<file path="config.mk">
export PLATFORM = sky130hd
export DESIGN_NAME = data_mem_ctrl
export DESIGN_NICKNAME = d
export VERILOG_FILES = /design/src/rtl/data_mem_ctrl.sv
export SDC_FILE = /design/constraint.sdc
export NUM_CORES = 1
export LEC_CHECK = 0
export CORE_ASPECT_RATIO = 1.75
export CORE_MARGIN = 5
export CORE_UTILIZATION = 30
export CTS_CLUSTER_SIZE = 10
export DETAILED_ROUTE_END_ITERATION = 16
export DONT_BUFFER_PORTS = 1
export PLACE_DENSITY = 0.4
export SLEW_MARGIN = 20
export SYNTH_ARGS = -nofsm -noshare
export SYNTH_HDL_FRONTEND = slang
export SYNTH_SLANG_ARGS = --single-unit
</file>
<file path="constraint.sdc">
create_clock -name clk -period 2.1 [get_ports clk]
set_input_delay 0.21 -clock clk [delete_from_list [all_inputs] [get_ports clk]]
set_output_delay 0.21 -clock clk [all_outputs]
set_load 0.05 [all_outputs]
</file>
<file path="src/rtl/data_mem_ctrl.sv">
// data_mem_ctrl: RV32I data-memory access controller.
// Handles byte/halfword/word loads with sign or zero extension and performs
// sub-word stores as read-modify-write on a word-wide RAM without byte enables.
// All core- and RAM-facing outputs are registered.
module data_mem_ctrl #(
  parameter int ADDR_WIDTH = 10
) (
  input  logic                  clk,
  input  logic                  reset_n,
  input  logic                  memread,
  input  logic                  memwrite,
  input  logic [31:0]           addr,
  input  logic [31:0]           write_data,
  input  logic [3:0]            sign_mask,
  output logic [31:0]           read_data,
  output logic                  busy,
  output logic                  done,
  output logic                  error,
  output logic [ADDR_WIDTH-1:0] mem_addr,
  output logic                  mem_re,
  output logic                  mem_we,
  output logic [31:0]           mem_wdata,
  input  logic [31:0]           mem_rdata
);

  typedef enum logic [2:0] {
    S_IDLE    = 3'd0,
    S_RD      = 3'd1,
    S_RD_WAIT = 3'd2,
    S_WR      = 3'd3,
    S_DONE    = 3'd4,
    S_ERR     = 3'd5
  } state_e;

  localparam logic [2:0] SZ_BYTE = 3'b001;
  localparam logic [2:0] SZ_HALF = 3'b011;
  localparam logic [2:0] SZ_WORD = 3'b111;

  // Latched request attributes
  state_e                state_q, state_d;
  logic [1:0]            lane_q, lane_d;
  logic [15:0]           wdata_q, wdata_d;
  logic [3:0]            mask_q, mask_d;
  logic                  is_store_q, is_store_d;

  // Registered outputs
  logic [31:0]           read_data_q, read_data_d;
  logic                  busy_q, busy_d;
  logic                  done_q, done_d;
  logic                  error_q, error_d;
  logic [ADDR_WIDTH-1:0] mem_addr_q, mem_addr_d;
  logic                  mem_re_q, mem_re_d;
  logic                  mem_we_q, mem_we_d;
  logic [31:0]           mem_wdata_q, mem_wdata_d;

  // Address bits above the RAM window are intentionally ignored.
  logic unused_addr_bits;
  assign unused_addr_bits = ^addr[31:ADDR_WIDTH+2];

  // Size code must be legal and the address naturally aligned for that size.
  function automatic logic req_legal(input logic [2:0] size, input logic [1:0] a_lo);
    logic ok;
    case (size)
      SZ_BYTE: ok = 1'b1;
      SZ_HALF: ok = (a_lo[0] == 1'b0);
      SZ_WORD: ok = (a_lo == 2'b00);
      default: ok = 1'b0;
    endcase
    return ok;
  endfunction

  // Little-endian lane select followed by sign or zero extension.
  function automatic logic [31:0] load_extend(input logic [31:0] word,
                                              input logic [1:0]  lane,
                                              input logic [3:0]  mask);
    logic [7:0]  b;
    logic [15:0] h;
    logic [31:0] r;
    case (lane)
      2'd0:    b = word[7:0];
      2'd1:    b = word[15:8];
      2'd2:    b = word[23:16];
      2'd3:    b = word[31:24];
      default: b = 8'h00;
    endcase
    h = lane[1] ? word[31:16] : word[15:0];
    case (mask[2:0])
      SZ_BYTE: r = mask[3] ? {{24{b[7]}}, b} : {24'h000000, b};
      SZ_HALF: r = mask[3] ? {{16{h[15]}}, h} : {16'h0000, h};
      default: r = word;
    endcase
    return r;
  endfunction

  // Overlay the new byte or halfword onto the old RAM word.
  function automatic logic [31:0] store_merge(input logic [31:0] old,
                                              input logic [15:0] data,
                                              input logic [1:0]  lane,
                                              input logic [3:0]  mask);
    logic [31:0] r;
    r = old;
    case (mask[2:0])
      SZ_BYTE: begin
        case (lane)
          2'd0:    r[7:0]   = data[7:0];
          2'd1:    r[15:8]  = data[7:0];
          2'd2:    r[23:16] = data[7:0];
          2'd3:    r[31:24] = data[7:0];
          default: r        = old;
        endcase
      end
      SZ_HALF: begin
        if (lane[1]) begin
          r[31:16] = data;
        end else begin
          r[15:0] = data;
        end
      end
      default: r = old;
    endcase
    return r;
  endfunction

  // Next-state and next-output logic; pulses default low every cycle.
  always_comb begin
    state_d     = state_q;
    lane_d      = lane_q;
    wdata_d     = wdata_q;
    mask_d      = mask_q;
    is_store_d  = is_store_q;
    read_data_d = read_data_q;
    done_d      = 1'b0;
    error_d     = 1'b0;
    mem_addr_d  = mem_addr_q;
    mem_re_d    = 1'b0;
    mem_we_d    = 1'b0;
    mem_wdata_d = mem_wdata_q;

    case (state_q)
      S_IDLE: begin
        if (memread || memwrite) begin
          if ((memread && memwrite) || !req_legal(sign_mask[2:0], addr[1:0])) begin
            // Rejected before any RAM access; mem_addr is left untouched.
            error_d = 1'b1;
            state_d = S_ERR;
          end else begin
            lane_d     = addr[1:0];
            wdata_d    = write_data[15:0];
            mask_d     = sign_mask;
            is_store_d = memwrite;
            mem_addr_d = addr[ADDR_WIDTH+1:2];
            if (memwrite && (sign_mask[2:0] == SZ_WORD)) begin
              // Full-word store needs no read: write straight away.
              mem_wdata_d = write_data;
              mem_we_d    = 1'b1;
              state_d     = S_WR;
            end else begin
              mem_re_d = 1'b1;
              state_d  = S_RD;
            end
          end
        end else begin
          state_d = S_IDLE;
        end
      end
      S_RD: begin
        state_d = S_RD_WAIT;
      end
      S_RD_WAIT: begin
        if (is_store_q) begin
          mem_wdata_d = store_merge(mem_rdata, wdata_q, lane_q, mask_q);
          mem_we_d    = 1'b1;
          state_d     = S_WR;
        end else begin
          read_data_d = load_extend(mem_rdata, lane_q, mask_q);
          done_d      = 1'b1;
          state_d     = S_DONE;
        end
      end
      S_WR: begin
        done_d  = 1'b1;
        state_d = S_DONE;
      end
      S_DONE: begin
        state_d = S_IDLE;
      end
      S_ERR: begin
        state_d = S_IDLE;
      end
      default: begin
        state_d = S_IDLE;
      end
    endcase

    busy_d = (state_d != S_IDLE);
  end

  // State and output registers; reset drops RAM strobes immediately.
  always_ff @(posedge clk or negedge reset_n) begin
    if (!reset_n) begin
      state_q     <= S_IDLE;
      lane_q      <= 2'b00;
      wdata_q     <= 16'h0000;
      mask_q      <= 4'h0;
      is_store_q  <= 1'b0;
      read_data_q <= 32'h0000_0000;
      busy_q      <= 1'b0;
      done_q      <= 1'b0;
      error_q     <= 1'b0;
      mem_addr_q  <= '0;
      mem_re_q    <= 1'b0;
      mem_we_q    <= 1'b0;
      mem_wdata_q <= 32'h0000_0000;
    end else begin
      state_q     <= state_d;
      lane_q      <= lane_d;
      wdata_q     <= wdata_d;
      mask_q      <= mask_d;
      is_store_q  <= is_store_d;
      read_data_q <= read_data_d;
      busy_q      <= busy_d;
      done_q      <= done_d;
      error_q     <= error_d;
      mem_addr_q  <= mem_addr_d;
      mem_re_q    <= mem_re_d;
      mem_we_q    <= mem_we_d;
      mem_wdata_q <= mem_wdata_d;
    end
  end

  assign read_data = read_data_q;
  assign busy      = busy_q;
  assign done      = done_q;
  assign error     = error_q;
  assign mem_addr  = mem_addr_q;
  assign mem_re    = mem_re_q;
  assign mem_we    = mem_we_q;
  assign mem_wdata = mem_wdata_q;

endmodule

</file>
After elaboration in Yosys (flattened, before gate mapping)
Index checks and enable logic that the tools add are counted.

Register bits after elaboration: 105. Bits in writable memories: 0. Bits in latches: 0. Logic and storage cells: 83. Memories: 0. Output and inout port bits: 79. Bits of input ports: 104. ROM bits: 0.

Bitwise gates (word level): 3. Multiplexer cells: 39. $add $sub $neg: 0. Reduce and logical (&&, ||, !) cells: 13. Shift operators: 0. Equal/unequal tests: 15. $lt $le $gt $ge: 0. Divide/modulo/power cells: 0. $mul: 0.

Operator list (number): 32-bit 2-to-1 mux (6); 32-bit one-hot mux with 2 select lines (3); 16-bit 2-to-1 mux (3); 8-bit 2-to-1 mux (4); 8-bit one-hot mux with 4 select lines (1); 1-bit 2-to-1 mux (14); 3-bit by 2-bit == test with 1-bit output (second input constant) (4); 3-bit one-hot mux with 4 select lines (1); 3-bit by 1-bit == test with 1-bit output (second input constant) (3); 3-bit 2-to-1 mux (3); 2-bit != test (second input constant) (4); 5-bit AND reduction (1); 2-bit == test (second input constant) (2); 2-bit zero test (2); 1-bit one-hot mux with 2 select lines (2); 3-bit == test (second input constant) (1); 3-bit zero test (1); 1-bit NOT (3); 1-bit one-hot mux with 3 select lines (1); 3-bit AND reduction (1); 3-bit nonzero test (1); 2-bit by 1-bit == test with 1-bit output (second input constant) (1); 1-bit logical AND (2); 1-bit logical OR (2); 4 further kinds (4).

Longest topological paths before layout
Gate-level depths: netlist of run 1.

Word-level depth: 10. Gate-level depth with buffers: 7. Depth with buffers taken out: 5.

Worst setup path before layout of run 1
Ideal clock, no wire load.

Kind: register to register. Start: register state_q[2]. End: register is_store_q. Slack: 0.425 ns. Data arrival time: 1.547 ns. Data required time: 1.972 ns. Stages on the path, launching flop included: 6. Setup time: 0.128 ns. Buffers on the path: 1. Clock period less this slack: 1.675 ns. Cell sequence: dfrtp_1 -> nor3_2 -> o21ai_1 -> nor2_2 -> buf_4 -> mux2_1.

Word-level cells in the longest chain between the ends: 2.

RTL lines: start, declared (RTL line 40) `state_e state_q, state_d;`; start signal, assigned (RTL line 215) `state_q <= state_d;`; 3-bit zero test (RTL line 139) `case (state_q)`; 3-bit AND reduction (no source line); end signal, assigned (RTL line 219) `is_store_q <= is_store_d;`; end, declared (RTL line 44) `logic is_store_q, is_store_d;`.

Every way passes these cells. A chain may end at the register's enable or synchronous reset.

Final worst setup path of run 1
Start: register lane_q[0]. End: register read_data_q[0], in the netlist read_data[0].

Word-level cells in the longest chain between the ends: 4. Elaborated cells on any way between the ends: 7. Classes of those cells: eq/ne: 3; mux: 3; reduce/logical: 1.

RTL lines: start, declared (RTL line 41) `logic [1:0] lane_q, lane_d;`; start signal, assigned (RTL line 216) `lane_q <= lane_d;`; 2-bit == test, or another cell as far along (RTL line 79) `case (lane)`; 8-bit one-hot mux with 4 select lines (*) (RTL line 79); 32-bit 2-to-1 mux (*) (RTL line 88) `SZ_BYTE: r = mask[3] ? {{24{b[7]}}, b} : {24'h000000, b};`; 32-bit one-hot mux with 2 select lines (*) (RTL line 87) `case (mask[2:0])`; end signal, assigned (RTL line 220) `read_data_q <= read_data_d;`; end, declared (RTL line 47) `logic [31:0] read_data_q, read_data_d;`.

Every way passes the cells marked *; elsewhere a longest branch is shown, timed or not.

==> results of run 1 <==
-- cell usage in the layout, fill, tap and decap left out, types with 4 or more instances in the layout --
cell type | netlist | routed
a32o_1 | 15 | 15
mux2_1 | 29 | 29
a211oi_1 | 11 | 11
a21o_1 | 7 | 7
nand3_2 | 10 | 10
a21oi_1 | 19 | 19
mux2i_1 | 14 | 14
o22a_1 | 8 | 8
o21ai_0 | 10 | 10
o31ai_1 | 9 | 9
nor2b_1 | 5 | 4
a31oi_1 | 19 | 19
nand2b_1 | 13 | 13
o211ai_1 | 25 | 25
dlygate4sd3_1 | 0 | 39
o221a_2 | 4 | 4
o41ai_1 | 8 | 8
nand3_1 | 35 | 35
buf_4 | 5 | 17
clkbuf_16 | 0 | 9
nand2_1 | 48 | 48
and3b_1 | 9 | 9
mux2_2 | 13 | 13
nand3b_1 | 7 | 7
dfrtp_1 | 105 | 104
a221oi_1 | 6 | 6
nor2_1 | 53 | 53
inv_1 | 17 | 17
-- cells by family (layout without fill, tap and decap cells) --
family,after synthesis,in the layout
AND/OR/NAND/NOR,204,204
AO/OA/AOI/OAI,157,157
flip-flops,105,105
buffers and inverters,69,93
multiplexers,57,57
-- how the worst max path moves through the flow --
| stage | start | to | slack [ps] | depth (start not counted) |
|---|---|---|---|---|
| finish | lane_q[0] | read_data[0] | 190 | 5 |
| global route | lane_q[1] | mem_wdata[28] | 30 | 5 |
| CTS | lane_q[0] | read_data[0] | 190 | 5 |
| detailed placement | lane_q[0] | read_data[0] | 220 | 5 |
| global placement | lane_q[0] | read_data[1] | 250 | 5 |
| floorplan | state_q[2] | is_store_q | 430 | 5 |
-- worst max-delay path: cells and delay by family (launching register included) --
kind / cells / cell delay, ps
flip-flops: 1 / 530
AO/OA/AOI/OAI: 3 / 770
AND/OR/NAND/NOR: 1 / 270
buffers and inverters: 1 / 260
-- layer usage --
metal | GRT usage, % | up-vias
li1 | - | 2229
met1 | 20.4 | 2409
met2 | 31.9 | 165
met3 | 4.65 | 34
met4 | 7.61 | 0
met5 | 0 | -
-- layout make-up --
cell class                 count  area share (%)
multi-input combinational    418            43.1
sequential                   105            38.7
timing repair buffer          59            8.50
tap                          241            4.43
clock buffer                   9            3.31
clock inverter                 7            1.03
inverter                      18           0.994
-- flip-flops by register name, indices dropped and copies added, names as in the netlist --
name and count:
mask_q 4, state_q 3, mem_wdata 32, lane_q 2, busy 1, done 1
mem_we 1, wdata_q 16, mem_addr 10, error 1, read_data 32, is_store_q 1
mem_re 1
-- stage by stage --
| step | cell area, um^2 | power, W |
|---|---|---|
| after global routing | 6800 | 0.0129 |
| after CTS | 6800 | 0.0123 |
| after floorplan | 5890 | 0.00925 |
| final | 6800 | 0.0122 |
| after global placement | 6110 | 0.0104 |
| after detailed placement | 6110 | 0.0105 |
-- report_power, final --
group / switching, W / total (W) / internal [W]
clock: 0.000852 / 0.00169 / 0.000838
sequential: 0.00344 / 0.00635 / 0.00291
combinational: 0.00232 / 0.00412 / 0.00180
total: 0.00661 / 0.0122 / 0.00555
==> flow_metrics.py, run 1 <==
metrics = {
    "worst_setup_path": {
        "r2r-start": "lane_q[0]",
        "crit_required_ps": 2390,
        "crit_arrival_ps": 2200,
        "cp-end-kind": "flop",
        "cp_slowest_cell": "dfrtp_1",
        "cp_max_fo": 23,
        "reg2reg_depth": 5,
        "worstSetupPathType": "reg -> reg",
        "r2r_setup_slack_ps": 190,
        "max_stage_delay_ps": 530,
        "r2r-end": "read_data[0]",
        "path_cells": "nor2b_2 > buf_4 > o21a_1 > o211ai_1 > a31oi_1",
        "crit_path_start_kind": "flop",
    },
    "timing": {
        "rsz0062_at_grt": "false",
        "period_needed_ps": 1910,
        "skew_ps": 15.2,
        "whs_ps": -454,
        "post-route-period-util_pct": 91.2,
        "fmax_mhz": 522,
        "setup_tns_ps": 0,
        "setup_ws_ps": 186,
        "finalSetupViolations": 0,
        "relSlewSlack_pct": 45.9,
        "drv_slew": 0,
        "hold_viol_final": 105,
        "tightest_slew_ps": 810,
    },
    "synth": {
        "async_flop_share_pct": 100,
        "synth_simple_gate_area_share_pct": 18.8,
        "synth.most_common_cell": "dfrtp_1",
        "synth_common_cells": "dfrtp_1 (105), nor2_1 (53), nand2_1 (48)",
        "synth-compound-area-share_pct": 20.0,
        "ys_types": 62,
        "synth_fa_ha_area_share_pct": 0,
        "yosysSeqAreaShare_pct": 44.6,
        "syn_nets": 696,
        "synthXorXnorAreaFrac_pct": 0,
        "ys.flop_type": "dfrtp_1",
        "post-synth-top-area-cell": "dfrtp_1",
        "yosysWarnings": 0,
        "yosysTopAreaCellShare_pct": 44.6,
        "netlist_area_um2": 5890,
        "synth_edf_count": 0,
        "muxShareOfSynthArea_pct": 10.8,
        "synth_seq_cells": 105,
        "synth.area.top_cells": "dfrtp_1 (45%), mux2_1 (5.5%), nor2_1 (3.4%)",
        "syn_inst": 592,
        "synth_top_family_by_area": "compound AO/OA/AOI/OAI gates",
        "postSynthAreaPerCell_um2": 9.95,
    },
    "clock_network": {
        "cts_tree": "yes",
        "cts-root-buf": "clkbuf_16",
        "ctsResizeCount": 0,
        "cts_buffers": 9,
        "clock-sinks": 105,
        "clkTransAtPathRegs_ps": 80,
        "postCtsSetupBuffers": 0,
        "clockBufferDepth": 2,
        "htree_levels": 3,
        "cts_hold_buf": 39,
        "clock_latency_ps": 370,
    },
    "power": {
        "pwr_density_cell_nw_per_um2": 1790,
        "peakVddDrop_mv": 0.885,
        "leakagePower_nw": 2.88,
    },
    "grt": {
        "grt_overflow": 0,
        "grt_use_total_pct": 18.2,
        "grt_pass1_wl_mm": 31.2,
        "grt_pass1_vias": 5096,
        "grt_max_degree": 106,
        "antenna_found_initial": 0,
    },
    "placement": {
        "post-place-cells": 802,
        "port_buffers": 0,
        "pre_cts_slack_ps": 219,
        "gp_congestion": 0.802,
        "dpl.hpwl_mm": 15.4,
    },
    "route": {
        "wl_per_cell_um": 23.7,
        "drtAntennaViolNets": 0,
        "dr_wl_met3_mm": 1.54,
        "drtIter0Drc": 242,
        "totalWireLength_mm": 20.3,
        "wl_met2_mm": 10.6,
        "topRoutingLayerUsed": "met4",
        "dr_total_vias": 4837,
        "firstDrtPassIters": 4,
        "drc": 0,
        "vias_per_cell": 5.64,
        "wl_met1_mm": 7.49,
    },
    "min_path": {
        "hold_class": "in -> async",
    },
    "layout": {
        "areaGrowthSynthToFinish_pct": 15.5,
        "antennaDiodeCount": 0,
        "regArea_um2": 2630,
        "multi_input_area_um2": 2930,
        "drive_gt1_share_pct": 13.1,
        "nNetsFinal": 715,
        "stdcell_count": 857,
        "post-route-util_pct": 35.3,
        "fillers": 1991,
    },
    "status": {
        "violations": "negative hold slack",
        "status": "complete, but fails checks",
    },
    "floorplan": {
        "num_rows": 67,
        "initial_core_util_pct": 30.5,
        "die_w_um": 116,
        "fp.dieH_um": 195,
        "ios": 183,
        "die-area_um2": 22600,
        "core_um2": 19300,
    },
    "run": {
        "max-cap-violations": 0,
    },
}
No activity file was read; power rests on OpenSTA's default activity.
==> inputs of run 2 (changes only) <==
--- a/config.mk
+++ b/config.mk
@@ -12,7 +12,6 @@
 export DETAILED_ROUTE_END_ITERATION = 16
 export DONT_BUFFER_PORTS = 1
 export PLACE_DENSITY = 0.4
-export SLEW_MARGIN = 20
 export SYNTH_ARGS = -nofsm -noshare
 export SYNTH_HDL_FRONTEND = slang
 export SYNTH_SLANG_ARGS = --single-unit
==> results of run 2 <==
No change in the layout: final DEF, timing and power equal those of run 1.
==> inputs of run 3 (changes only) <==
--- a/config.mk
+++ b/config.mk
@@ -6,7 +6,6 @@
 export NUM_CORES = 1
 export LEC_CHECK = 0
 export CORE_ASPECT_RATIO = 1.75
-export CORE_MARGIN = 5
 export CORE_UTILIZATION = 30
 export CTS_CLUSTER_SIZE = 10
 export DETAILED_ROUTE_END_ITERATION = 16
==> constraint.sdc (replaced) <==
create_clock -name clk -period 2.1 [get_ports clk]
set_input_delay 0.315 -clock clk [delete_from_list [all_inputs] [get_ports clk]]
set_output_delay 0.315 -clock clk [all_outputs]
set_load 0.05 [all_outputs]
==> flow_metrics.py, run 3 (same netlist as run 1, synthesis figures left out) <==
metrics = {
    "status": {
        "status": "complete, but fails checks",
        "violations": "negative hold slack",
    },
    "worst_setup_path": {
        "path_cells": "nor3_2 > o21ai_1 > nor2_4 > buf_12 > mux2_1",
        "crit_family": "simple AND/OR/NAND/NOR gates",
        "crit_path_start_kind": "flop",
        "crit_required_ps": 2330,
        "crit_arrival_ps": 2170,
        "cp_slowest_cell": "dfrtp_1",
        "cp-end-kind": "flop",
        "cp_max_fo": 22,
        "max_stage_delay_ps": 460,
        "cp_num_buf_inv": 1,
        "worstSetupPathType": "reg -> reg",
    },
    "run": {
        "max-cap-violations": 0,
    },
    "route": {
        "drtIter0Drc": 287,
        "totalWireLength_mm": 19.3,
        "wl_per_cell_um": 23.5,
        "vias_per_cell": 5.66,
        "dr_total_vias": 4630,
        "drc": 0,
        "firstDrtPassIters": 5,
        "drtAntennaViolNets": 0,
    },
    "grt": {
        "grt_pass1_wl_mm": 29.3,
        "antenna_found_initial": 0,
        "grt_use_total_pct": 19.7,
        "grt_pass1_vias": 4772,
        "grt_overflow": 0,
        "grt_max_degree": 106,
    },
    "clock_network": {
        "clockBufferDepth": 2,
        "clock-sinks": 105,
        "cts_tree": "yes",
        "clkTransAtPathRegs_ps": 80,
        "clock_latency_ps": 360,
        "cts_buffers": 9,
        "cts-root-buf": "clkbuf_16",
        "htree_levels": 3,
    },
    "timing": {
        "drv_slew": 0,
        "fmax_mhz": 515,
        "hold_viol_final": 105,
        "finalSetupViolations": 0,
        "setup_tns_ps": 0,
        "rsz0062_at_grt": "false",
        "relSlewSlack_pct": 43.4,
        "period_needed_ps": 1940,
        "skew_ps": 13.5,
        "tightest_slew_ps": 848,
        "post-route-period-util_pct": 92.4,
        "whs_ps": -341,
    },
    "floorplan": {
        "ios": 183,
        "initial_core_util_pct": 30.7,
        "fp.dieH_um": 187,
        "num_rows": 67,
        "core_um2": 19200,
        "die-area_um2": 20200,
        "die_w_um": 108,
    },
    "min_path": {
        "hold_class": "in -> async",
    },
    "power": {
        "leakagePower_nw": 2.72,
        "p_total_w": 0.0121,
        "peakVddDrop_mv": 0.737,
        "pwr_density_cell_nw_per_um2": 1880,
    },
    "layout": {
        "nNetsFinal": 676,
        "areaGrowthSynthToFinish_pct": 9.31,
        "post-route-util_pct": 33.5,
        "mostFrequentLayoutCell": "dfrtp_1",
        "drive_gt1_share_pct": 14.0,
        "antennaDiodeCount": 0,
        "layout_common_cells": "dfrtp_1 (103), nor2_1 (53), nand2_1 (48)",
        "design_area_um2": 6440,
    },
    "placement": {
        "dpl.hpwl_mm": 14.8,
        "port_buffers": 0,
        "gp_congestion": 0.802,
        "dpl_cell_area_um2": 6130,
    },
}
## run 3: cell types whose count changed in the layout (fill, tap and decap cells not counted), sizes merged
cell / delta
inv: -3
clkinvlp: +1
clkbuf: +2
bufinv: +1
clkinv: -1
dlygate4sd3: -39
## run 3: repair_timing
| action | CTS | global route |
|---|---|---|
| buffers inserted | 0 | 0 |
| endpoints found under the hold margin | 105 | 105 |
| setup endpoints to repair | 0 | 1 |
| resized for setup | 0 | 1 |
## run 3: final timing paths
| check | from | endpoint | slack (ps) | depth (start not counted) |
|---|---|---|---|---|
| min | reset_n | read_data[14] | -340 | 0 |
| min in group clk | sign_mask[0] | error | 60 | 1 |
| max reg2reg | state_q[2] | wdata_q[8] | 160 | 5 |
| max | state_q[2] | wdata_q[8] | 160 | 5 |
| min reg2reg | wdata_q[9] | wdata_q[9] | 500 | 1 |
| max in group asynchronous | reset_n | wdata_q[10] | 2190 | 0 |
## run 3: report_power, final
part	switching, W	internal (W)	total [W]
sequential	0.00342	0.00292	0.00634
clock	0.000788	0.000969	0.00176
combinational	0.00227	0.00177	0.00403
total	0.00648	0.00565	0.0121
## run 3: layout make-up
class / instances / area (um^2)
repair buffers: 20 / 200
multi-input cells: 418 / 2930
clock inverters: 5 / 65.1
fillers: 1958 / 12800
inverters: 18 / 67.6
flip-flops and latches: 105 / 2630
clock buffers: 11 / 243
well taps: 241 / 302
## run 3: metrics by stage
stage | instances | hold slack [ps] | setup slack, ps
3_5_place_dp | 802 | 25.0 | 138
2_1_floorplan | 592 | 19.4 | 425
4_1_cts | 818 | -368 | 109
6_report | 818 | -341 | 160
3_3_place_gp | 802 | 24.8 | 120
5_1_grt | 818 | -370 | 63.8
## run 3: worst reg2reg max path: stages (launching register included)
cell     delay [ps]
dfrtp_1         460
nor3_2          280
o21ai_1         230
nor2_4          280
buf_12          220
mux2_1          350
## run 3: routing by layer
layer  track usage [%]  share of wire, %
met1              22.2                38
met2              33.2                50
met3              5.09               6.9
met4              10.7               4.6
met5                 0                 0
